$ cat src/rtl/ps2_host_tx.sv
// Host-to-device PS/2 transmitter: inhibits the bus, issues request-to-send,
// shifts one byte out on device-generated clocks and checks the device ACK.
//
// state        | meaning
// -------------+------------------------------------------------------------
// ST_IDLE      | bus released, ready for a new byte
// ST_INHIBIT   | PS/2 clock held low for INHIBIT_CYCLES
// ST_RTS       | clock and data both low for one cycle (start bit)
// ST_XFER      | clock released, data driven per device falling edge
// ST_WAIT_IDLE | ACK sampled, waiting for clock and data to return high
module ps2_host_tx #(
   parameter int unsigned INHIBIT_CYCLES      = 1478,
   parameter int unsigned FIRST_EDGE_CYCLES   = 221700,
   parameter int unsigned EDGE_TIMEOUT_CYCLES = 29560,
   parameter int unsigned FILTER_LEN          = 4
) (
   input  logic       clk_i,
   input  logic       reset_n,
   input  logic [7:0] tx_data_i,
   input  logic       tx_valid_i,
   output logic       tx_ready_o,
   output logic       busy_o,
   input  logic       ps2_clk_i,
   input  logic       ps2_data_i,
   output logic       ps2_clk_oe_o,
   output logic       ps2_data_oe_o,
   output logic       done_o,
   output logic       ack_err_o,
   output logic       timeout_o
);

   localparam int unsigned WD_W  = $clog2(FIRST_EDGE_CYCLES + 1);
   localparam int unsigned INH_W = $clog2(INHIBIT_CYCLES + 1);
   localparam int unsigned FLT_W = $clog2(FILTER_LEN + 1);

   localparam logic [WD_W-1:0]  WD_FIRST_TC = WD_W'(FIRST_EDGE_CYCLES - 1);
   localparam logic [WD_W-1:0]  WD_EDGE_TC  = WD_W'(EDGE_TIMEOUT_CYCLES - 1);
   localparam logic [INH_W-1:0] INH_LOAD    = INH_W'(INHIBIT_CYCLES - 1);
   localparam logic [FLT_W-1:0] FLT_TC      = FLT_W'(FILTER_LEN - 1);

   typedef enum logic [2:0] {
      ST_IDLE,
      ST_INHIBIT,
      ST_RTS,
      ST_XFER,
      ST_WAIT_IDLE
   } state_t;

   state_t           state_q, state_d;
   logic             clk_s1_q, clk_s2_q, dat_s1_q, dat_s2_q;
   logic             clk_filt_q, clk_filt_d;
   logic [FLT_W-1:0] flt_cnt_q, flt_cnt_d;
   logic             fall_q, fall_d;
   logic [INH_W-1:0] inh_q, inh_d;
   logic [WD_W-1:0]  wd_q, wd_d, wd_inc;
   logic [3:0]       n_q, n_d;
   logic [7:0]       shift_q, shift_d;
   logic             par_q, par_d;
   logic             ack_err_q, ack_err_d;
   logic             done_q, done_d;
   logic             timeout_q, timeout_d;
   logic             clk_oe_q, clk_oe_d;
   logic             data_oe_q, data_oe_d;

   // Two-flop synchronizers; idle bus level is high.
   always_ff @(posedge clk_i or negedge reset_n) begin
      if (!reset_n) begin
         clk_s1_q <= 1'b1;
         clk_s2_q <= 1'b1;
         dat_s1_q <= 1'b1;
         dat_s2_q <= 1'b1;
      end else begin
         clk_s1_q <= ps2_clk_i;
         clk_s2_q <= clk_s1_q;
         dat_s1_q <= ps2_data_i;
         dat_s2_q <= dat_s1_q;
      end
   end

   // Clock filter: level flips after FILTER_LEN consecutive differing samples.
   always_comb begin
      flt_cnt_d  = '0;
      clk_filt_d = clk_filt_q;
      if (clk_s2_q != clk_filt_q) begin
         if (flt_cnt_q == FLT_TC) begin
            clk_filt_d = clk_s2_q;
         end else begin
            flt_cnt_d = flt_cnt_q + 1'b1;
         end
      end
      fall_d = clk_filt_q & ~clk_filt_d;
   end

   // Sequencer next-state, counters and registered open-drain enables.
   always_comb begin
      state_d   = state_q;
      inh_d     = inh_q;
      wd_inc    = (wd_q == '1) ? wd_q : wd_q + 1'b1;
      wd_d      = wd_inc;
      n_d       = n_q;
      shift_d   = shift_q;
      par_d     = par_q;
      ack_err_d = ack_err_q;
      done_d    = 1'b0;
      timeout_d = 1'b0;

      unique case (state_q)
         ST_IDLE: begin
            wd_d = '0;
            if (tx_valid_i) begin
               shift_d = tx_data_i;
               par_d   = ~^tx_data_i;
               inh_d   = INH_LOAD;
               state_d = ST_INHIBIT;
            end
         end
         ST_INHIBIT: begin
            wd_d = '0;
            if (inh_q == '0) begin
               state_d = ST_RTS;
            end else begin
               inh_d = inh_q - 1'b1;
            end
         end
         ST_RTS: begin
            wd_d    = '0;
            n_d     = '0;
            state_d = ST_XFER;
         end
         ST_XFER: begin
            if (fall_q) begin
               wd_d = '0;
               n_d  = n_q + 1'b1;
               if (n_q == 4'd10) begin
                  ack_err_d = dat_s2_q;
                  state_d   = ST_WAIT_IDLE;
               end
            end else if (wd_q == ((n_q == 4'd0) ? WD_FIRST_TC : WD_EDGE_TC)) begin
               timeout_d = 1'b1;
               state_d   = ST_IDLE;
            end
         end
         ST_WAIT_IDLE: begin
            if (clk_filt_q && dat_s2_q) begin
               done_d  = 1'b1;
               state_d = ST_IDLE;
            end else if (wd_q == WD_EDGE_TC) begin
               timeout_d = 1'b1;
               state_d   = ST_IDLE;
            end
         end
         default: state_d = ST_IDLE;
      endcase

      // Enables follow the next state so the pins are glitch-free flop outputs.
      clk_oe_d  = (state_d == ST_INHIBIT) || (state_d == ST_RTS);
      data_oe_d = 1'b0;
      if (state_d == ST_RTS) begin
         data_oe_d = 1'b1;
      end else if (state_d == ST_XFER) begin
         if (n_d == 4'd0) begin
            data_oe_d = 1'b1;
         end else if (n_d <= 4'd8) begin
            data_oe_d = ~shift_d[3'(n_d - 4'd1)];
         end else if (n_d == 4'd9) begin
            data_oe_d = ~par_d;
         end
      end
   end

   // State and datapath registers.
   always_ff @(posedge clk_i or negedge reset_n) begin
      if (!reset_n) begin
         state_q    <= ST_IDLE;
         clk_filt_q <= 1'b1;
         flt_cnt_q  <= '0;
         fall_q     <= 1'b0;
         inh_q      <= '0;
         wd_q       <= '0;
         n_q        <= '0;
         shift_q    <= '0;
         par_q      <= 1'b0;
         ack_err_q  <= 1'b0;
         done_q     <= 1'b0;
         timeout_q  <= 1'b0;
         clk_oe_q   <= 1'b0;
         data_oe_q  <= 1'b0;
      end else begin
         state_q    <= state_d;
         clk_filt_q <= clk_filt_d;
         flt_cnt_q  <= flt_cnt_d;
         fall_q     <= fall_d;
         inh_q      <= inh_d;
         wd_q       <= wd_d;
         n_q        <= n_d;
         shift_q    <= shift_d;
         par_q      <= par_d;
         ack_err_q  <= ack_err_d;
         done_q     <= done_d;
         timeout_q  <= timeout_d;
         clk_oe_q   <= clk_oe_d;
         data_oe_q  <= data_oe_d;
      end
   end

   assign tx_ready_o    = (state_q == ST_IDLE);
   assign busy_o        = ~tx_ready_o;
   assign ps2_clk_oe_o  = clk_oe_q;
   assign ps2_data_oe_o = data_oe_q;
   assign done_o        = done_q;
   assign ack_err_o     = done_q & ack_err_q;
   assign timeout_o     = timeout_q;

endmodule

$ cat config.mk
export PLATFORM = sky130hd
export DESIGN_NAME = ps2_host_tx
export DESIGN_NICKNAME = d
export VERILOG_FILES = /design/src/rtl/ps2_host_tx.sv
export SDC_FILE = /design/constraint.sdc
export NUM_CORES = 1
export LEC_CHECK = 0
export ABC_CLOCK_PERIOD_IN_PS = 2500
export CAP_MARGIN = 20
export CORE_MARGIN = 1.5
export CORE_UTILIZATION = 50
export CTS_BUF_LIST = sky130_fd_sc_hd__clkbuf_16
export DETAILED_ROUTE_END_ITERATION = 8
export GPL_TIMING_DRIVEN = 1
export PLACE_DENSITY = 0.7
export SYNTH_ARGS = -nofsm -noshare
export SYNTH_HDL_FRONTEND = slang
export SYNTH_SLANG_ARGS = --single-unit
$ cat constraint.sdc
create_clock -name clk_i -period 2.5 [get_ports clk_i]
set_input_delay 0.5 -clock clk_i [delete_from_list [all_inputs] [get_ports clk_i]]
set_output_delay 0.5 -clock clk_i [all_outputs]
set_load 0.03 [all_outputs]
[Word level (Yosys, flattened, before mapping)]
Index checks and enable logic that the tools add are counted.
Word-level totals
  bits in registers: 59
  input port bits: 13
  output and inout bits: 7
  word-level logic and storage cells: 97
Cells by class
  $add $sub $neg: 5
  order comparisons: 2
  equality and inequality tests: 16
  multiplexer cells: 39
  bitwise logic cells: 6
  reduce and logical (&&, ||, !) cells: 11
Operators with widths (count)
  $mux W18: 3
  $pmux W18 S2: 1
  $mux W3: 9
  $mux W11: 2
  $pmux W11 S2: 1
  $add A18 B1 Y18 const B: 1
  $eq A18 B15 Y1 const B: 1
  $eq A18 B18 Y1: 1
  $eq A18 B18 Y1 const B: 1
  $mux W1: 16
  $mux W8: 2
  $eq A3 B2 Y1 const B: 5
  $pmux W3 S5: 1
  $logic_not A11 Y1: 1
  $sub A11 B1 Y11 const B: 1
  $eq A4 B4 Y1 const B: 2
  $logic_not A4 Y1: 2
  $pmux W4 S2: 1
  $reduce_xnor A8 Y1: 1
  $eq A3 B1 Y1 const B: 2
  $reduce_and A3 Y1: 2
  $add A4 B1 Y4 const B: 1
  $le A4 B4 Y1 const B: 1
  $lt A3 B4 Y1 const B: 1
  other kinds (15): 20

[Depth between registers and ports, before layout]
Gate-level depths: netlist of the first run.
  depth after elaboration: 11
  depth in mapped cells: 10
  depth with buffers taken out: 9

[Least setup slack after synthesis of the first run]
Ideal clock, no wire load.
  path kind: reg-to-reg
  start point: register state_q[2]
  end point: register data_oe_q, in the netlist ps2_data_oe_o
  setup time: 0.064 ns
  arrival time: 2.580 ns
  data required time: 2.436 ns
  path slack: -0.144 ns
  stages on the path, launching flop included: 10
  buffers on the path: 3
  clock period less this slack: 2.644 ns
  cells stage by stage: dfrtp_1 buf_6 nor3_2 and2_1 buf_6 buf_6 mux2_2 mux4_2 o22ai_1 o31a_2
Between the ends
  elaborated cells between the ends (all ways): 31
  those cells by class: add/sub: 1; order compare: 1; eq/ne: 7; mux: 18; bitwise: 2; reduce/logical: 2
RTL lines
  start: declaration: line 49  | state_t state_q, state_d;
  start signal: assignment: line 189  | state_q <= state_d;
  $logic_not A3 Y1
  named net tx_ready_o: line 21  | output logic tx_ready_o,
  $mux W8: line 107  | unique case (state_q)
  named net shift_d[4]: line 57  | logic [7:0] shift_q, shift_d;
  $bmux W1 S3: line 164  | data_oe_d = ~shift_d[3'(n_d - 4'd1)];
  $mux W1 (implied by the code): line 164
  $not A1 Y1: line 164
  $mux W1: line 163  | end else if (n_d <= 4'd8) begin
  $mux W1: line 161  | if (n_d == 4'd0) begin
  $mux W1: line 160  | end else if (state_d == ST_XFER) begin
  $mux W1: line 158  | if (state_d == ST_RTS) begin
  named net data_oe_d: line 63  | logic data_oe_q, data_oe_d;
  end signal: assignment: line 202  | data_oe_q <= data_oe_d;
  end: declaration: line 63
The timed path passes the listed nets, and every way through them passes these cells. The select of a mux whose other input is x is not followed.
A chain may end at the register's enable or synchronous reset.

[Final worst setup path of the first run]
  start point: register wd_q[2]
  end point: register data_oe_q, in the netlist ps2_data_oe_o
Between the ends
  longest elaborated chain between the ends: 7
  elaborated cells between the ends (all ways): 11
  those cells by class: eq/ne: 4; mux: 7
Ends and longest elaborated chain
  start: declaration: line 55  | logic [WD_W-1:0] wd_q, wd_d, wd_inc;
  start signal: assignment: line 194  | wd_q <= wd_d;
  $eq A18 B15 Y1 / $eq A18 B18 Y1 (equally long branches): line 147, 138
  $mux W3 (on tied branches): line 147, 138
  $mux W3 (on tied branches): line 144, 131
  $pmux W3 S5 (*): line 107
  $eq A3 B2 Y1: line 160
  $mux W1: line 160
  $mux W1 (*): line 158
  named net data_oe_d: line 63
The timed path passes the listed nets; every way through them passes the cells marked *.

==> results of run 1 <==
[power breakdown]
part	switching [mW]	total, mW	internal (mW)
Sequential	0.0187	1.01	0.991
Clock	0.393	1.14	0.751
Combinational	0.0585	0.120	0.0613
Total	0.470	2.27	1.80
[cell families (layout without fill, tap and decap cells)]
| kind of cell | Yosys count | in the layout | synth area share |
|---|---|---|---|
| XOR/XNOR | 27 | 27 | 0.0778 |
| multiplexers | 15 | 15 | 0.0630 |
| buffers and inverters | 21 | 69 | 0.0358 |
| flip-flops | 59 | 59 | 0.488 |
| adder cells (fa/ha/maj) | 9 | 9 | 0.0371 |
| AND/OR/NAND/NOR | 132 | 132 | 0.227 |
| AO/OA/AOI/OAI | 32 | 32 | 0.0712 |
[per-layer routing]
metal | vias up | share of wire | GRT usage
met4 | 0 | 0.0067 | 0.0569
met3 | 4 | 0.028 | 0.0697
met5 | - | 0 | 0
met1 | 1122 | 0.46 | 0.259
li1 | 1116 | - | -
met2 | 34 | 0.50 | 0.353
[final cells by class]
cell class              count  area [µm²]  share of cell area
well taps                  75        93.8              0.0251
flip-flops and latches     59        1480               0.396
multi-input cells         215        1470               0.393
clock buffers               9         225              0.0602
repair buffers             39         360              0.0964
inverters                  14        52.6              0.0141
clock inverters             7        55.1              0.0147
[state kept, by name, summed over array words and instances (netlist names), 3 cells and up]
name,flops
flt_cnt_q,3
state_q,3
wd_q,18
n_q,4
inh_q,11
shift_q,8
[final timing paths]
check | to | slack [ns] | depth (start not counted)
worst max-delay path | ps2_data_oe_o$_DFF_PN0_ | 0.12 | 6
worst min-delay path | wd_q[15]$_DFF_PN0_ | 0.21 | 1
worst max register to register | ps2_data_oe_o$_DFF_PN0_ | 0.12 | 6
worst min register to register | clk_s2_q$_DFF_PN1_ | 0.35 | 0
max in group asynchronous | wd_q[5]$_DFF_PN0_ | 1.69 | 2
min in group clk_i | clk_s2_q$_DFF_PN1_ | 0.35 | 0
[timing repair]
action,4_1_cts,5_1_grt
gates resized for setup,0,7
hold buffers,0,0
setup endpoints to repair,0,2
hold endpoints to repair,0,0
setup buffers,0,2
[through the flow]
step / power, mW / setup WS (ns) / setup TNS (ns) / cell area [µm²]
2_1_floorplan: 1.08 / 0.0108 / 0 / 3050
3_3_place_gp: 1.14 / -0.0245 / -0.0245 / 3430
3_5_place_dp: 1.15 / -0.0963 / -0.0963 / 3430
4_1_cts: 2.30 / 0.000155 / 0 / 3710
5_1_grt: 2.38 / 0.0277 / 0 / 3740
6_report: 2.27 / 0.120 / 0 / 3740
[layout by cell type, fill, tap and decap left out, types with 3 or more instances in the layout]
cell type,instances
dfrtp_1,54
a21oi_1,7
buf_4,18
nor4_1,4
o22ai_1,3
clkdlybuf4s50_1,18
mux2i_1,3
nand3_1,16
ha_1,9
xor2_1,10
nand2_1,29
clkbuf_16,9
nor2b_1,6
nor2_1,29
xnor2_1,17
nand4_1,5
and2_1,4
or4_1,3
mux2_2,10
inv_1,15
o21ai_0,3
dfstp_2,5
nor3_1,10
and3_1,7
==> impl_metrics.tcl, run 1 <==
set metrics [dict create \
    maxSlewHeadroom 0.555 \
    ys_seq_area_frac 0.488 \
    clock.fmax_ghz 0.420 \
    drc_errors 0 \
    synth.top_cells.by_count "dfrtp_1, nand2_1, nor2_1" \
    vias_per_cell 5.44 \
    period_needed_ns 2.38 \
    dpl.cell_count 400 \
    synthesis.area_um2 3040 \
    ir_drop_mv 0.372 \
    cts_tree "built" \
    crit_type "register to register" \
    utilization 0.635 \
    port_buffers 19 \
    clk_path_buf_depth 2 \
    drt_iter0_markers 102 \
    finalCritPeriodShare 0.952 \
    leakagePower_nw 1.65 \
    antenna_found_initial 0 \
    crit_slowest_cell "or4_1" \
    r2r_start "wd_q[2]$_DFF_PN0_" \
    stdcell_count 418 \
    layout.nets 360 \
    powerDensity_nw_per_um2 608 \
    die-area_um2 6560 \
    crit_start "wd_q[2]$_DFF_PN0_" \
    ys_types 54 \
    grt_pass1_wl_um 10400 \
    grt_pass1_vias 2301 \
    nFillCells 479 \
    synthCells 295 \
    hpwl_um 4200 \
    ys.flop_type "dfrtp_1" \
    clock_sinks 59 \
    finalSetupViolations 0 \
    coreArea_um2 5890 \
    rsz0062_at_grt "false" \
    yosys-top-cells-area "dfrtp_1, xnor2_1, dfstp_2" \
    synth_nets 317 \
    htreeDepth 3 \
    root_buffer "clkbuf_16" \
    worst_slew_pin_slew_ns 0.668 \
    grt.total_usage 0.210 \
    vias 2276 \
    drive_gt1_frac 0.187 \
    avgSynthCellArea_um2 10.3 \
    max-cap-violations 0 \
    synth_edf_count 0 \
    wl_per_cell_um 14.2 \
    finalHoldViolCount 0 \
    die_w_um 81.0 \
    min_path_type "primary input to asynchronous set/reset pin" \
    critPathLaunchType "register" \
    yosysTopAreaCell "dfrtp_1" \
    yosysWarningCount 0 \
    worstSetupEndpointType "register" \
    ys_async_sr_fraction 1.00 \
    io_pins 20 \
    std_cell_rows 28 \
    clk_pin_slew_worst_paths_ns 0.05 \
    cpPeakStageDelay_ns 0.52 \
    status "complete, no violations" \
    worstPathRequired_ns 2.75 \
    antenna_left 0 \
    place.gp.congestion 0.843 \
    clock_latency_ns 0.32 \
    clock_skew_ns 0.00872 \
    syn2layout_area_growth_pct 23.1 \
    wl_um 5950 \
    crit_top_cell "or4_1" \
    cp_max_fo 3 \
    synth-seq-cells 59 \
    grt_max_degree 32 \
    timing.critical_path.cells "or4_1 -> or4_1 -> a211o_1 -> a211oi_2 -> a211o_2 -> o31a_2" \
    yosysMostFrequentCell "dfrtp_1" \
    cp.arrival_ns 2.63 \
    die_h_um 81.0 \
    crit_family "simple AND/OR/NAND/NOR gates" \
    antenna_cells 0 \
    synth_top_area_frac 0.445 \
    whs_ns 0.212 \
    grt.overflow.total 0 \
    drtPass1Iterations 4 \
    drv_slew 0 \
    path_buf_inv 0 \
    cts_buffers 9 \
    start_util 0.516 \
]
Power figures use the tool's default switching activity.
==> run 2: changes to the inputs <==
--- a/config.mk
+++ b/config.mk
@@ -6,7 +6,6 @@
 export NUM_CORES = 1
 export LEC_CHECK = 0
 export ABC_CLOCK_PERIOD_IN_PS = 2500
-export CAP_MARGIN = 20
 export CORE_MARGIN = 1.5
 export CORE_UTILIZATION = 50
 export CTS_BUF_LIST = sky130_fd_sc_hd__clkbuf_16
==> results of run 2 <==
Final layout, timing and power as in run 1 (identical DEF).
